===== src/rtl/bcd_display_converter.sv =====
// Iterative binary-to-BCD converter (shift-add-3) with start/done handshake,
// held result registers, overflow saturation, leading-zero flags and
// per-digit seven-segment decode.
//
// Ports:
//   clk, reset        - clock, asynchronous active-high reset
//   start, value      - conversion request and operand (sampled when accepted)
//   ready             - idle, a start will be accepted
//   done              - one-cycle pulse when a new result is loaded
//   overflow          - last operand was >= 10^DIGITS (result saturated to 9s)
//   bcd               - held result, digit i in [4i+3:4i], digit 0 = units
//   digit_blank       - bit i set when digit i is a leading zero (bit 0 never)
//   seg               - gfedcba active-high segments per digit, digit i at [7i+6:7i]
module bcd_display_converter #(
  parameter int unsigned WIDTH  = 15,
  parameter int unsigned DIGITS = 4
) (
  input  logic                clk,
  input  logic                reset,
  input  logic                start,
  input  logic [WIDTH-1:0]    value,
  output logic                ready,
  output logic                done,
  output logic                overflow,
  output logic [4*DIGITS-1:0] bcd,
  output logic [DIGITS-1:0]   digit_blank,
  output logic [7*DIGITS-1:0] seg
);

  localparam int unsigned BW = 4 * DIGITS;
  localparam int unsigned CW = $clog2(WIDTH + 1);
  localparam logic [DIGITS-1:0] BLANK_RST = ~DIGITS'(1);

  typedef enum logic {IDLE, SHIFT} state_t;

  state_t            state, state_n;
  logic [WIDTH-1:0]  sr, sr_n;
  logic [BW-1:0]     scratch, scratch_n;
  logic [CW-1:0]     cnt, cnt_n;
  logic              sticky, sticky_n;
  logic              ready_n, done_n, overflow_n;
  logic [BW-1:0]     bcd_n;
  logic [DIGITS-1:0] blank_n;

  logic [BW-1:0]     adj;
  logic [BW-1:0]     shifted;
  logic              carry;

  // Leading-zero flags: digit i is blank when it and every higher digit are 0.
  function automatic logic [DIGITS-1:0] blank_of(input logic [BW-1:0] b);
    logic zero_above;
    blank_of   = '0;
    zero_above = 1'b1;
    for (int i = int'(DIGITS) - 1; i >= 1; i--) begin
      zero_above  = zero_above & (b[4*i +: 4] == 4'd0);
      blank_of[i] = zero_above;
    end
  endfunction

  // Seven-segment decode, gfedcba active-high; non-decimal codes go dark.
  function automatic logic [6:0] seg_of(input logic [3:0] d);
    case (d)
      4'd0:    seg_of = 7'h3F;
      4'd1:    seg_of = 7'h06;
      4'd2:    seg_of = 7'h5B;
      4'd3:    seg_of = 7'h4F;
      4'd4:    seg_of = 7'h66;
      4'd5:    seg_of = 7'h6D;
      4'd6:    seg_of = 7'h7D;
      4'd7:    seg_of = 7'h07;
      4'd8:    seg_of = 7'h7F;
      4'd9:    seg_of = 7'h6F;
      default: seg_of = 7'h00;
    endcase
  endfunction

  // Add-3 correction on every scratch digit that is 5 or more.
  always_comb begin
    adj = scratch;
    for (int d = 0; d < int'(DIGITS); d++) begin
      if (scratch[4*d +: 4] >= 4'd5) adj[4*d +: 4] = scratch[4*d +: 4] + 4'd3;
    end
  end

  // A set MSB after correction would be lost by the shift: operand too large.
  assign carry   = adj[BW-1];
  assign shifted = {adj[BW-2:0], sr[WIDTH-1]};

  // State and datapath registers.
  always_ff @(posedge clk or posedge reset) begin
    if (reset) begin
      state       <= IDLE;
      sr          <= '0;
      scratch     <= '0;
      cnt         <= '0;
      sticky      <= 1'b0;
      ready       <= 1'b1;
      done        <= 1'b0;
      overflow    <= 1'b0;
      bcd         <= '0;
      digit_blank <= BLANK_RST;
    end else begin
      state       <= state_n;
      sr          <= sr_n;
      scratch     <= scratch_n;
      cnt         <= cnt_n;
      sticky      <= sticky_n;
      ready       <= ready_n;
      done        <= done_n;
      overflow    <= overflow_n;
      bcd         <= bcd_n;
      digit_blank <= blank_n;
    end
  end

  // Next-state and output-load logic.
  always_comb begin
    state_n    = state;
    sr_n       = sr;
    scratch_n  = scratch;
    cnt_n      = cnt;
    sticky_n   = sticky;
    ready_n    = ready;
    done_n     = 1'b0;
    overflow_n = overflow;
    bcd_n      = bcd;
    blank_n    = digit_blank;
    case (state)
      IDLE: begin
        if (start) begin
          state_n   = SHIFT;
          sr_n      = value;
          scratch_n = '0;
          sticky_n  = 1'b0;
          cnt_n     = CW'(WIDTH);
          ready_n   = 1'b0;
        end
      end
      SHIFT: begin
        scratch_n = shifted;
        sr_n      = sr << 1;
        sticky_n  = sticky | carry;
        cnt_n     = cnt - CW'(1);
        if (cnt == CW'(1)) begin
          state_n = IDLE;
          ready_n = 1'b1;
          done_n  = 1'b1;
          if (sticky | carry) begin
            bcd_n      = {DIGITS{4'h9}};
            overflow_n = 1'b1;
            blank_n    = '0;
          end else begin
            bcd_n      = shifted;
            overflow_n = 1'b0;
            blank_n    = blank_of(shifted);
          end
        end
      end
      default: state_n = IDLE;
    endcase
  end

  // Segment outputs follow the held result.
  always_comb begin
    seg = '0;
    for (int d = 0; d < int'(DIGITS); d++) seg[7*d +: 7] = seg_of(bcd[4*d +: 4]);
  end

endmodule


===== config.mk =====
export PLATFORM = sky130hd
export DESIGN_NAME = bcd_display_converter
export DESIGN_NICKNAME = d
export VERILOG_FILES = /design/src/rtl/bcd_display_converter.sv
export SDC_FILE = /design/constraint.sdc
export NUM_CORES = 1
export LEC_CHECK = 0
export ABC_CLOCK_PERIOD_IN_PS = 2200
export CORE_ASPECT_RATIO = 1.1
export CORE_MARGIN = 2
export CORE_UTILIZATION = 30
export DETAILED_ROUTE_END_ITERATION = 8
export SLEW_MARGIN = 40
export SYNTH_ARGS = -nofsm -noshare
export SYNTH_HDL_FRONTEND = slang
export SYNTH_SLANG_ARGS = --single-unit
export TNS_END_PERCENT = 30

===== constraint.sdc =====
create_clock -name clk -period 2.2 [get_ports clk]
set_clock_uncertainty 0.15 [all_clocks]
set_input_delay 0.33 -clock clk [delete_from_list [all_inputs] [get_ports clk]]
set_output_delay 0.33 -clock clk [all_outputs]
set_load 0.01 [all_outputs]

# ---- Word-level counts from Yosys, hierarchy flattened
# Memory sizes are Yosys's and may differ from the RTL's.
# Cells that the tools add are included.
dict set report classes {
  n_eq_ne 3
  addsub 5
  magnitude_cmp 4
  n_reduce_logical 5
  mux 22
  bitwise 4
}
# cell n
set op_table {}
lappend op_table {{two-way mux 16 bit} 2}
lappend op_table {{one-hot mux 16 bit (2 select lines)} 1}
lappend op_table {{one-hot mux 15 bit (2 select lines)} 1}
lappend op_table {{two-way mux 4 bit} 6}
lappend op_table {{adder 4 x 2 -> 4 bit (second input constant)} 4}
lappend op_table {{greater-or-equal comparator 4 x 3 -> 1 bit (second input constant)} 4}
lappend op_table {{two-way mux 15 bit} 1}
lappend op_table {{zero test 4 bit} 3}
lappend op_table {{one-hot mux 4 bit (2 select lines)} 1}
lappend op_table {{two-way mux 1 bit} 7}
lappend op_table {{one-hot mux 1 bit (2 select lines)} 3}
lappend op_table {{equality test 4 x 1 -> 1 bit (second input constant)} 1}
lappend op_table {{AND reduction 2 bit} 2}
lappend op_table {{subtractor 4 x 1 -> 4 bit (second input constant)} 1}
lappend op_table {{AND 1 bit} 2}
lappend op_table {{!= test 2 x 1 -> 1 bit (second input constant)} 1}
lappend op_table {{!= test 2 bit (second input constant)} 1}
lappend op_table {{inverter 1 bit} 1}
lappend op_table {{bitwise OR 1 bit} 1}
dict set report totals {
  reg_bits 60
  mem_count 4
  romBits 448
  output_inout_bits 51
  elab_cells 57
}
# name depth word_bits rd rd_clocked_by_memory_dff wr line_no
set mem_list {}
lappend mem_list {{(name not given)} 16 7 1 0 0 62} ;# case (d)
lappend mem_list {{(name not given)} 16 7 1 0 0 62}
lappend mem_list {{(name not given)} 16 7 1 0 0 62}
lappend mem_list {{(name not given)} 16 7 1 0 0 62}

# ---- Logic depth before layout (Yosys ltp)
# Gate-level depths: netlist of the first run.
dict set report logic_depth {
  ltp_word 6
  depth_mapped 8
}

# ---- Least setup slack after synthesis of the first run
# OpenSTA, ideal clock, no wires.
dict set report synth_timing {
  path_kind {register to register}
  start {register state}
  end {register digit_blank[1]}
  setup_slack_ps -84
  arrival_ps 2043
  stages_incl_launch_ff 8
  path_buffers 2
  setup_ps 91
  cell_sequence {dfrtp_1 buf_4 inv_2 or4b_1 buf_2 a2111oi_4 o2111ai_1 o31ai_1}
}
dict set report synth_between {
  elab_chain_len 1
}
# item line_no
set synth_rtl {}
lappend synth_rtl {{from (decl)} 36} ;# state_t state, state_n;
lappend synth_rtl {{from (signal assigned)} 103} ;# state <= state_n;
lappend synth_rtl {{AND reduction 2 bit (no line)} -}
lappend synth_rtl {{to (signal assigned)} 112} ;# digit_blank <= blank_n;
lappend synth_rtl {{to (decl)} 26} ;# output logic [DIGITS-1:0] digit_blank,
# No other way between the ends.
# A chain may end at the register's enable or synchronous reset.

# ---- Worst setup path after layout of the first run
dict set report layout_timing {
  start {register cnt[1]}
  end {register digit_blank[1]}
}
dict set report layout_between {
  elab_chain_len 2
}
# item line_no
set layout_rtl {}
lappend layout_rtl {{from (decl)} 39} ;# logic [CW-1:0] cnt, cnt_n;
lappend layout_rtl {{from (signal assigned)} 106} ;# cnt <= cnt_n;
lappend layout_rtl {{equality test 4 x 1 -> 1 bit} 144} ;# if (cnt == CW'(1)) begin
lappend layout_rtl {{AND reduction 2 bit (no line)} -}
# No other way between the ends.

==> impl_metrics.csv, run 1 <==
group,metric,value,unit
sta,maxSlewViolCount,0,
yosys,synthTopCellsByCount,"dfrtp_1 (55), nand2_1 (47), o21ai_0 (36)",
floorplan,io-pin-count,69,
pwr,p_per_area,1460,nW/µm²
yosys,yosys.area.top_type,"dfrtp_1",
cells_and_area,drive_gt1_frac,0.135,
yosys,yosysTopAreaCellShare,0.387,
route,wire_per_inst,12.6,µm
critical_path,path_max_fanout,3,
clock_network,cts_buffer_depth,2,
cells_and_area,final_area,4810,µm²
yosys,netlist_area,3560,µm²
critical_path,r2r_start,"cnt[1]$_DFFE_PP0P_",
yosys,syn_inst,392,
clock_network,htree_num_levels,3,
pwr,peakVddDrop,0.611,mV
yosys,synth.distinct_cells,39,
critical_path,crit_chain,"inv_2, ha_4, or4b_4, a2111oi_4, o2111ai_2, o31ai_1",
floorplan,die_w,108,µm
yosys,syn_avg_cell_area,9.07,µm²
clock_network,clock_latency,320,ps
yosys,async_flop_share,1.00,
yosys,synthFlopType,"dfrtp_1",
place,port_buffers,67,
cells_and_area,multi_input_area,1880,µm²
run_status,status,"finished clean",
route,vias_per_cell,4.73,
critical_path,timing.rr.end,"digit_blank[1]$_DFFE_PP1P_",
route,ant_nets,0,
place,place_congestion,0.810,
cells_and_area,syn_to_final_growth,35.3,%
global_route,antenna_found_initial,0,
route,vias,2959,
critical_path,crit_path_max_incr_delay,470,ps
clock_network,hold_buffers,0,
critical_path,crit_arrival,2170,ps
cells_and_area,regArea,1490,µm²
cells_and_area,fillers,1164,
yosys,yosysMostFrequentCell,"dfrtp_1",
sta,setup_violations,0,
critical_path,path_class,"register to register",
critical_path,crit_buf_inv,1,
critical_path,worstPathRequired,2280,ps
route,drt_wl_total,7.85,mm
yosys,yosys_register_bits,59,
sta,fin_crit,2090,ps
route,drc,0,
global_route,grt_pass1_vias,2870,
min_path,hp-class,"input pin to asynchronous set/reset pin",
global_route,grt_max_degree,55,
clock_network,cts.sinks,59,
clock_network,cts_buffers,9,
critical_path,start_kind,"register",
floorplan,core_area,11500,µm²
critical_path,endpoint_kind,"register",
clock_network,clock-root-buffer,"clkbuf_16",
pwr,p_leak,2.18,nW
place,place_area,4490,µm²
critical_path,critPathTopFamily,"compound AO/OA/AOI/OAI gates",
cells_and_area,fin_nets,522,
yosys,yosysWarnings,0,
cells_and_area,antennaDiodeCount,0,
yosys,ys_seq_area_frac,0.417,
global_route,grt_pass1_wl,13.2,mm
floorplan,die-area,12700,µm²
route,first_iter_violations,133,
floorplan,dieHeight,118,µm
place,place_hpwl,5.66,mm
critical_path,r2r.worst_path.cells,6,
floorplan,start_util,0.308,
route,first_pass_iters,4,
clock_network,cts_tree,"done",
cells_and_area,utilization,0.417,
global_route,grt_util_all_layers,0.126,
yosys,synth_edf_count,0,
critical_path,slowest_stage,"or4b_4",
sta,grt_setup_unrepaired,"yes",
yosys,synthTopCellsByArea,"dfrtp_1 (39%), ha_1 (12%), o21ai_0 (5.1%)",
global_route,grt_overflow,0,
sta,timing.fmax,478,MHz
sta,fin_crit_sh,0.952,
yosys,synth_fp_nets,444,
critical_path,rrSetupSlack,110,ps
clock_network,path_clk_slew,50,ps
floorplan,fp-row-count,41,
sta,hold_violations,0,
flow_run,maxCapViolCount,0,
flip-flops by register name, indices dropped and copies added, names as in the netlist:
register and count:
bcd 16, cnt 4, digit_blank 3, done 1, overflow 1, ready 1
scratch 16, sr 15, state 1, sticky 1
cell families (layout without fill, tap and decap cells):
kind of cell	count (synthesis)	count (layout)	synth area share
simple gates	96	96	0.126
compound gates	118	118	0.203
buf+inv	59	142	0.0651
xor+xnor	8	8	0.0197
flops	59	59	0.417
mux	17	17	0.0482
other cells	1	1	0.00105
fa+ha+maj	34	34	0.120
cell usage in the layout, fill, tap and decap left out, drive strengths merged, types with 2 or more instances in the layout:
cell / Yosys / final
o22ai: 21 / 21
ha: 34 / 34
o21ai: 41 / 41
buf: 4 / 23
dlygate4sd2: 0 / 27
clkinv: 0 / 5
nor2b: 4 / 4
xnor2: 8 / 8
clkdlybuf4s50: 0 / 39
nor3: 8 / 8
inv: 36 / 36
nand2: 47 / 47
a21oi: 25 / 25
o211ai: 2 / 2
a22oi: 3 / 3
dfstp: 4 / 4
a21o: 6 / 6
o31ai: 6 / 6
o21a: 3 / 3
nand2b: 10 / 10
and3: 2 / 2
mux2i: 16 / 16
nor3b: 7 / 7
nor2: 15 / 15
a22o: 4 / 4
dfrtp: 55 / 55
clkbuf: 19 / 12
worst register-to-register path, cell delays in order (launching register included):
cell and delay, ps:
dfrtp_1 390, inv_2 80, ha_4 110, or4b_4 470
a2111oi_4 350, o2111ai_2 220, o31ai_1 240
metrics by stage:
step                      power, mW  TNS, ps  hold slack, ps  cells  setup WS, ps
after floorplan                4.29        0             299    392          11.4
after global placement         5.95        0             300    605           117
after detailed placement       6.05        0             297    605          82.0
after CTS                      7.05        0             195    622          72.9
after global routing           7.65    -39.6             216    625         -22.2
final                          7.03        0             180    625           106
worst max-delay path by stage:
stage | start | to | slack, ps | cells after the start
after global routing | cnt[1]$_DFFE_PP0P_ | digit_blank[1]$_DFFE_PP1P_ | -20 | 6
after detailed placement | cnt[1]$_DFFE_PP0P_ | bcd[0]$_DFFE_PP0P_ | 80 | 7
final | cnt[1]$_DFFE_PP0P_ | digit_blank[1]$_DFFE_PP1P_ | 110 | 6
after global placement | bcd[8]$_DFFE_PP0P_ | seg[19] | 120 | 6
after CTS | bcd[8]$_DFFE_PP0P_ | seg[19] | 70 | 6
after floorplan | state$_DFF_PP0_ | digit_blank[1]$_DFFE_PP1P_ | 10 | 7
per-layer routing:
layer | share of wire | up-vias | GRT usage
met5 | 0 | - | 0
met4 | 0.010 | 0 | 0.0329
met3 | 0.044 | 7 | 0.0353
met2 | 0.47 | 57 | 0.210
met1 | 0.47 | 1389 | 0.159
li1 | - | 1506 | -
what timing repair did:
| action | CTS | global route |
|---|---|---|
| setup buffers | 1 | 3 |
| pin swaps | 0 | 3 |
| gates resized for setup | 37 | 11 |
| setup endpoints to repair | 28 | 7 |
cell type report:
type / count / area share
multi-input cells: 274 / 0.392
flip-flops and latches: 59 / 0.309
repair buffers: 90 / 0.176
clock buffers: 11 / 0.0505
well taps: 150 / 0.0390
inverters: 36 / 0.0281
clock inverters: 5 / 0.00598
power breakdown:
| group | internal [mW] | total (mW) | switching (mW) |
|---|---|---|---|
| clock network | 0.784 | 1.24 | 0.457 |
| logic | 1.83 | 3.77 | 1.94 |
| registers | 1.54 | 2.02 | 0.485 |
No activity file was read; power rests on OpenSTA's default activity.
==> inputs of run 2 (changes only) <==
--- a/config.mk
+++ b/config.mk
@@ -5,12 +5,12 @@
 export SDC_FILE = /design/constraint.sdc
 export NUM_CORES = 1
 export LEC_CHECK = 0
-export ABC_CLOCK_PERIOD_IN_PS = 2200
+export ABC_CLOCK_PERIOD_IN_PS = 1850
 export CORE_ASPECT_RATIO = 1.1
-export CORE_MARGIN = 2
+export CORE_MARGIN = 1.5
 export CORE_UTILIZATION = 30
 export DETAILED_ROUTE_END_ITERATION = 8
-export SLEW_MARGIN = 40
+export SLEW_MARGIN = 30
 export SYNTH_ARGS = -nofsm -noshare
 export SYNTH_HDL_FRONTEND = slang
 export SYNTH_SLANG_ARGS = --single-unit
==> constraint.sdc (replaced) <==
create_clock -name clk -period 1.85 [get_ports clk]
set_clock_uncertainty 0.15 [all_clocks]
set_input_delay 0.2775 -clock clk [delete_from_list [all_inputs] [get_ports clk]]
set_output_delay 0.2775 -clock clk [all_outputs]
set_load 0.01 [all_outputs]
==> run 2 against run 1 <==
Net effect: the flow now finishes with violations (negative setup slack); sequential power increased by 15%; cell area increased by 16%; die area decreased by 1.8%; critical path type unchanged.
==> impl_metrics.csv, run 2 (synthesized netlist as in run 1, its figures left out) <==
group,metric,value,unit
route,vias_per_cell,4.78,
sta,maxSlewViolCount,0,
global_route,grt_util_all_layers,0.148,
run_status,violations,"negative setup slack",
critical_path,path_max_fanout,3,
critical_path,endpoint_kind,"register",
route,met2_length,4.62,mm
route,first_iter_violations,162,
pwr,p_per_area,1810,nW/µm²
route,top_layer,"met4",
clock_network,clock_latency,320,ps
cells_and_area,regArea,1490,µm²
global_route,grt_pass1_wl,14.8,mm
place,place_hpwl,6.30,mm
critical_path,crit_arrival,2110,ps
floorplan,start_util,0.309,
clock_network,cts_buffers,9,
place,port_buffers,67,
sta,worst_pin_slew,506,ps
sta,timing.fmax,494,MHz
place,pre_cts_ws,-226,ps
sta,grt_setup_unrepaired,"yes",
route,ant_nets,0,
floorplan,core_area,11500,µm²
clock_network,cts_tree,"done",
cells_and_area,layout.cells.non_filler,691,
cells_and_area,fin_nets,588,
clock_network,hold_buffers,0,
route,met1_length,4.09,mm
clock_network,cts_buffer_depth,2,
route,drc,0,
sta,setup_tns,-2240,ps
critical_path,crit_start,"cnt[1]$_DFFE_PP0P_",
global_route,antenna_found_initial,0,
clock_network,path_clk_slew,50,ps
global_route,grt_pass1_vias,3147,
sta,hold_violations,0,
route,drt_wl_total,9.26,mm
run_status,status,"complete, but fails checks",
sta,setup_violations,33,
clock_network,cts.sinks,59,
floorplan,dieHeight,117,µm
place,place_inst,657,
cells_and_area,syn_to_final_growth,56.8,%
clock_network,htree_num_levels,3,
place,place_congestion,0.806,
critical_path,start_kind,"register",
pwr,peakVddDrop,0.746,mV
clock_network,clock-root-buffer,"clkbuf_16",
floorplan,die-area,12500,µm²
floorplan,fp-row-count,41,
sta,slew-limit-headroom,0.663,
min_path,hp-class,"input pin to asynchronous set/reset pin",
cells_and_area,multi_input_area,2160,µm²
cells_and_area,final_cell_mix,"buf_4 (78), dfrtp_1 (48), nand2_1 (43)",
sta,fin_crit_sh,1.10,
cells_and_area,layout_commonest_cell,"buf_4",
sta,final.setup.worst_slack,-176,ps
critical_path,r2r_start,"cnt[1]$_DFFE_PP0P_",
floorplan,io-pin-count,69,
global_route,grt_overflow,0,
cells_and_area,top_regs,"bcd: 16 flops, scratch: 16 flops, sr: 15 flops",
route,vias,3305,
route,wire_per_inst,13.4,µm
pwr,p_leak,2.62,nW
route,first_pass_iters,4,
floorplan,die_w,107,µm
cells_and_area,antennaDiodeCount,0,
critical_path,worstPathRequired,1930,ps
cells_and_area,fillers,1068,
global_route,grt_max_degree,55,
sta,hold_ws,141,ps
flow_run,maxCapViolCount,0,
cells_and_area,drive_gt1_frac,0.394,
critical_path,path_class,"register to register",
route,met3_length,410,µm
sta,fin_crit,2030,ps
[run 2: cell count changes in the layout (fill, tap and decap cells not counted), sizes merged]
cell,previous run,this run
buf,23,119
clkbuf,12,13
clkdlybuf4s50,39,28
clkinv,5,1
clkinvlp,0,3
dlygate4sd2,27,3
dlymetal6s2s,0,6
inv,36,35
[run 2: cell type report]
cell class / count / share of cell area
flip-flops and latches: 59 / 0.267
clock buffers: 13 / 0.0503
clock inverters: 3 / 0.00359
multi-input cells: 274 / 0.387
inverters: 36 / 0.0272
well taps: 150 / 0.0337
repair buffers: 156 / 0.231
[run 2: metal layers]
metal,track usage,vias to the layer above
met4,0.0436,0
met3,0.0349,12
met1,0.181,1585
met5,0,-
li1,-,1637
met2,0.259,71
[run 2: what timing repair did]
action | in CTS | in global routing
setup buffers | 12 | 6
pin swaps | 15 | 9
resized for setup | 179 | 52
endpoints found under the setup margin | 57 | 62
[run 2: worst paths after layout]
check	cells after the start	endpoint	slack, ps
setup / recovery	6	digit_blank[1]$_DFFE_PP1P_	-180
hold / removal	2	sr[12]$_DFFE_PP0P_	140
setup reg to reg	6	digit_blank[1]$_DFFE_PP1P_	-180
hold reg to reg	2	digit_blank[2]$_DFFE_PP1P_	320
max in group asynchronous	3	digit_blank[1]$_DFFE_PP1P_	920
min in group clk	2	digit_blank[2]$_DFFE_PP1P_	320
[run 2: power breakdown]
group / total, mW / internal [mW] / switching (mW) / leakage, nW
registers: 2.33 / 1.83 / 0.501 / 0.713
clock network: 1.61 / 1.05 / 0.560 / 0.144
logic: 6.13 / 3.09 / 3.03 / 1.77
[run 2: worst max-delay path, stage by stage, from the launching register on]
cell	delay (ps)
dfrtp_1	380
inv_2	80
ha_4	110
or4b_4	470
a2111oi_4	290
o2111ai_2	220
o31ai_1	230
[run 2: stage by stage]
stage | total power [mW] | util | area [µm²]
finish | 10.1 | 0.485 | 5580
global route | 10.8 | 0.485 | 5580
CTS | 9.63 | 0.465 | 5340
detailed placement | 8.03 | 0.428 | 4910
global placement | 7.91 | 0.428 | 4910
floorplan | 5.14 | - | 3590
==> inputs of run 3 (changes only) <==
--- a/config.mk
+++ b/config.mk
@@ -10,6 +10,7 @@
 export CORE_MARGIN = 1.5
 export CORE_UTILIZATION = 30
 export DETAILED_ROUTE_END_ITERATION = 8
+export PLACE_DENSITY_LB_ADDON = 0.12
 export SLEW_MARGIN = 30
 export SYNTH_ARGS = -nofsm -noshare
 export SYNTH_HDL_FRONTEND = slang
==> run 3 against run 2 <==
Net effect: largest power group unchanged; hold slack got worse by 1.6 ps; sequential share of layout area down 0.65 points; cell count is the same; power up 3.2%; the run still ends with negative setup slack left; core utilization grew 1.3 points; sequential power is essentially flat.
==> impl_metrics.csv, run 3 (synthesized netlist as in run 1, its figures left out) <==
group,metric,value,unit
clock_network,cts_tree,"done",
floorplan,core_area,11500,µm²
pwr,p_switching,4.18,mW
critical_path,worstPathRequired,1960,ps
clock_network,cts_buffers,9,
cells_and_area,final_cell_mix,"buf_4 (66), dfrtp_1 (46), nand2_1 (41)",
critical_path,endpoint,"bcd[2]$_DFFE_PP0P_",
route,drt_wl_total,9.45,mm
critical_path,r2r_start,"cnt[1]$_DFFE_PP0P_",
critical_path,crit_start,"cnt[1]$_DFFE_PP0P_",
pwr,pwr-share-clk,0.163,
global_route,grt_pass1_vias,3244,
floorplan,start_util,0.309,
clock_network,path_clk_slew,50,ps
route,first_iter_violations,109,
place,port_buffers,67,
pwr,p_leak,2.63,nW
clock_network,clock_latency,330,ps
critical_path,rrSetupSlack,-130,ps
global_route,antenna_found_initial,0,
sta,setup_violations,33,
cells_and_area,drive_gt1_frac,0.427,
pwr,p_sw_frac,0.403,
floorplan,io-pin-count,69,
route,vias,3261,
route,drc,0,
critical_path,crit_path_max_incr_delay,480,ps
sta,final.setup.worst_slack,-135,ps
clock_network,cts_buffer_depth,2,
sta,grt_setup_unrepaired,"yes",
cells_and_area,antennaDiodeCount,0,
cells_and_area,layout.cells.non_filler,691,
critical_path,start_kind,"register",
sta,fin_crit_sh,1.07,
flow_run,maxCapViolCount,0,
clock_network,cts.sinks,59,
global_route,grt_pass1_wl,15.6,mm
critical_path,path_class,"register to register",
critical_path,crit_chain,"inv_2, ha_4, or4b_4, a2111oi_4, buf_6, buf_12, a22o_1",
pwr,peakVddDrop,0.630,mV
global_route,grt_max_degree,55,
global_route,grt_util_all_layers,0.161,
pwr,seqPwrFrac,0.227,
cells_and_area,top_regs,"bcd: 16 flops, scratch: 16 flops, sr: 15 flops",
critical_path,crit_buf_inv,3,
floorplan,fp-row-count,41,
cells_and_area,fin_nets,588,
route,vias_per_cell,4.72,
critical_path,endpoint_kind,"register",
sta,hold_violations,0,
sta,maxSlewViolCount,0,
place,place_inst,657,
critical_path,critPathTopFamily,"simple AND/OR/NAND/NOR gates",
clock_network,htree_num_levels,3,
floorplan,dieHeight,117,µm
floorplan,die_w,107,µm
place,pre_cts_ws,-260,ps
pwr,p_per_area,1820,nW/µm²
clock_network,clock-root-buffer,"clkbuf_16",
critical_path,path_max_fanout,8,
route,ant_nets,0,
run_status,status,"complete, but fails checks",
route,first_pass_iters,4,
global_route,grt_overflow,0,
place,place_hpwl,6.47,mm
run_status,violations,"negative setup slack",
place,place_congestion,0.743,
critical_path,r2r.worst_path.cells,7,
critical_path,crit_arrival,2090,ps
critical_path,path_depth,7,
critical_path,slowest_stage,"or4b_4",
floorplan,die-area,12500,µm²
sta,timing.fmax,504,MHz
critical_path,timing.rr.end,"bcd[2]$_DFFE_PP0P_",
sta,fin_crit,1980,ps
cells_and_area,syn_to_final_growth,60.9,%
min_path,hp-class,"input pin to asynchronous set/reset pin",
route,wire_per_inst,13.7,µm
pwr,internal-power,6.20,mW
cells_and_area,layout_commonest_cell,"buf_4",
pwr,pwr-share-comb,0.610,
==> run 3: cell types whose count changed in the layout (fill, tap and decap cells not counted), sizes merged <==
cell | previous run | this run
bufinv | 0 | 1
clkbuf | 13 | 12
clkdlybuf4s50 | 28 | 27
dlygate4sd2 | 3 | 6
dlymetal6s2s | 6 | 4
==> run 3: power by group through the flow <==
stage	sequential, mW	combinational (mW)	clock (mW)
global placement	2.28	5.69	0
detailed placement	2.29	5.75	0
floorplan	2.27	2.87	0
finish	2.35	6.34	1.69
CTS	2.32	5.88	1.74
global route	2.44	7.03	1.79
==> run 3: repair_timing <==
item,CTS,global route
endpoints found under the setup margin,57,59
resized for setup,198,66
hold buffers,0,0
setup buffers,17,4
pin swaps,22,10
==> run 3: worst register-to-register path: stages, from the launching register on <==
cell	delay [ps]
dfrtp_1	380
inv_2	80
ha_4	110
or4b_4	480
a2111oi_4	260
buf_6	200
buf_12	140
a22o_1	120
==> run 3: cell type report <==
cell class              count  area (µm²)
flip-flops and latches     59        1490
repair buffers            156        1340
multi-input cells         274        2240
clock inverters             4        50.0
clock buffers              12         256
fillers                  1092        5770
well taps                 150         188
inverters                  36         154
==> run 3: worst min path at each step <==
stage          slack, ps                    endpoint
2_1_floorplan        230          bcd[0]$_DFFE_PP0P_
6_report             140      scratch[6]$_DFFE_PP0P_
4_1_cts              150      scratch[7]$_DFFE_PP0P_
5_1_grt              160      scratch[7]$_DFFE_PP0P_
3_3_place_gp         300           ready$_DFFE_PP1P_
3_5_place_dp         300  digit_blank[3]$_DFFE_PP1P_
==> run 3: through the flow <==
stage | hold WS, ps | instance area [µm²] | total power [mW] | setup TNS (ps) | util
after floorplan | 226 | 3590 | 5.14 | -3480 | -
after global placement | 298 | 4930 | 7.97 | -5940 | 0.429
after detailed placement | 303 | 4930 | 8.04 | -6590 | 0.429
after CTS | 147 | 5480 | 9.94 | -3890 | 0.477
after global routing | 160 | 5720 | 11.3 | -5700 | 0.498
final | 140 | 5720 | 10.4 | -2390 | 0.498
==> run 3: metal layers <==
layer  part of all wire  GRT usage
met1               0.45      0.204
met2               0.50      0.269
met3              0.042     0.0393
met4              0.016     0.0542
met5                  0          0
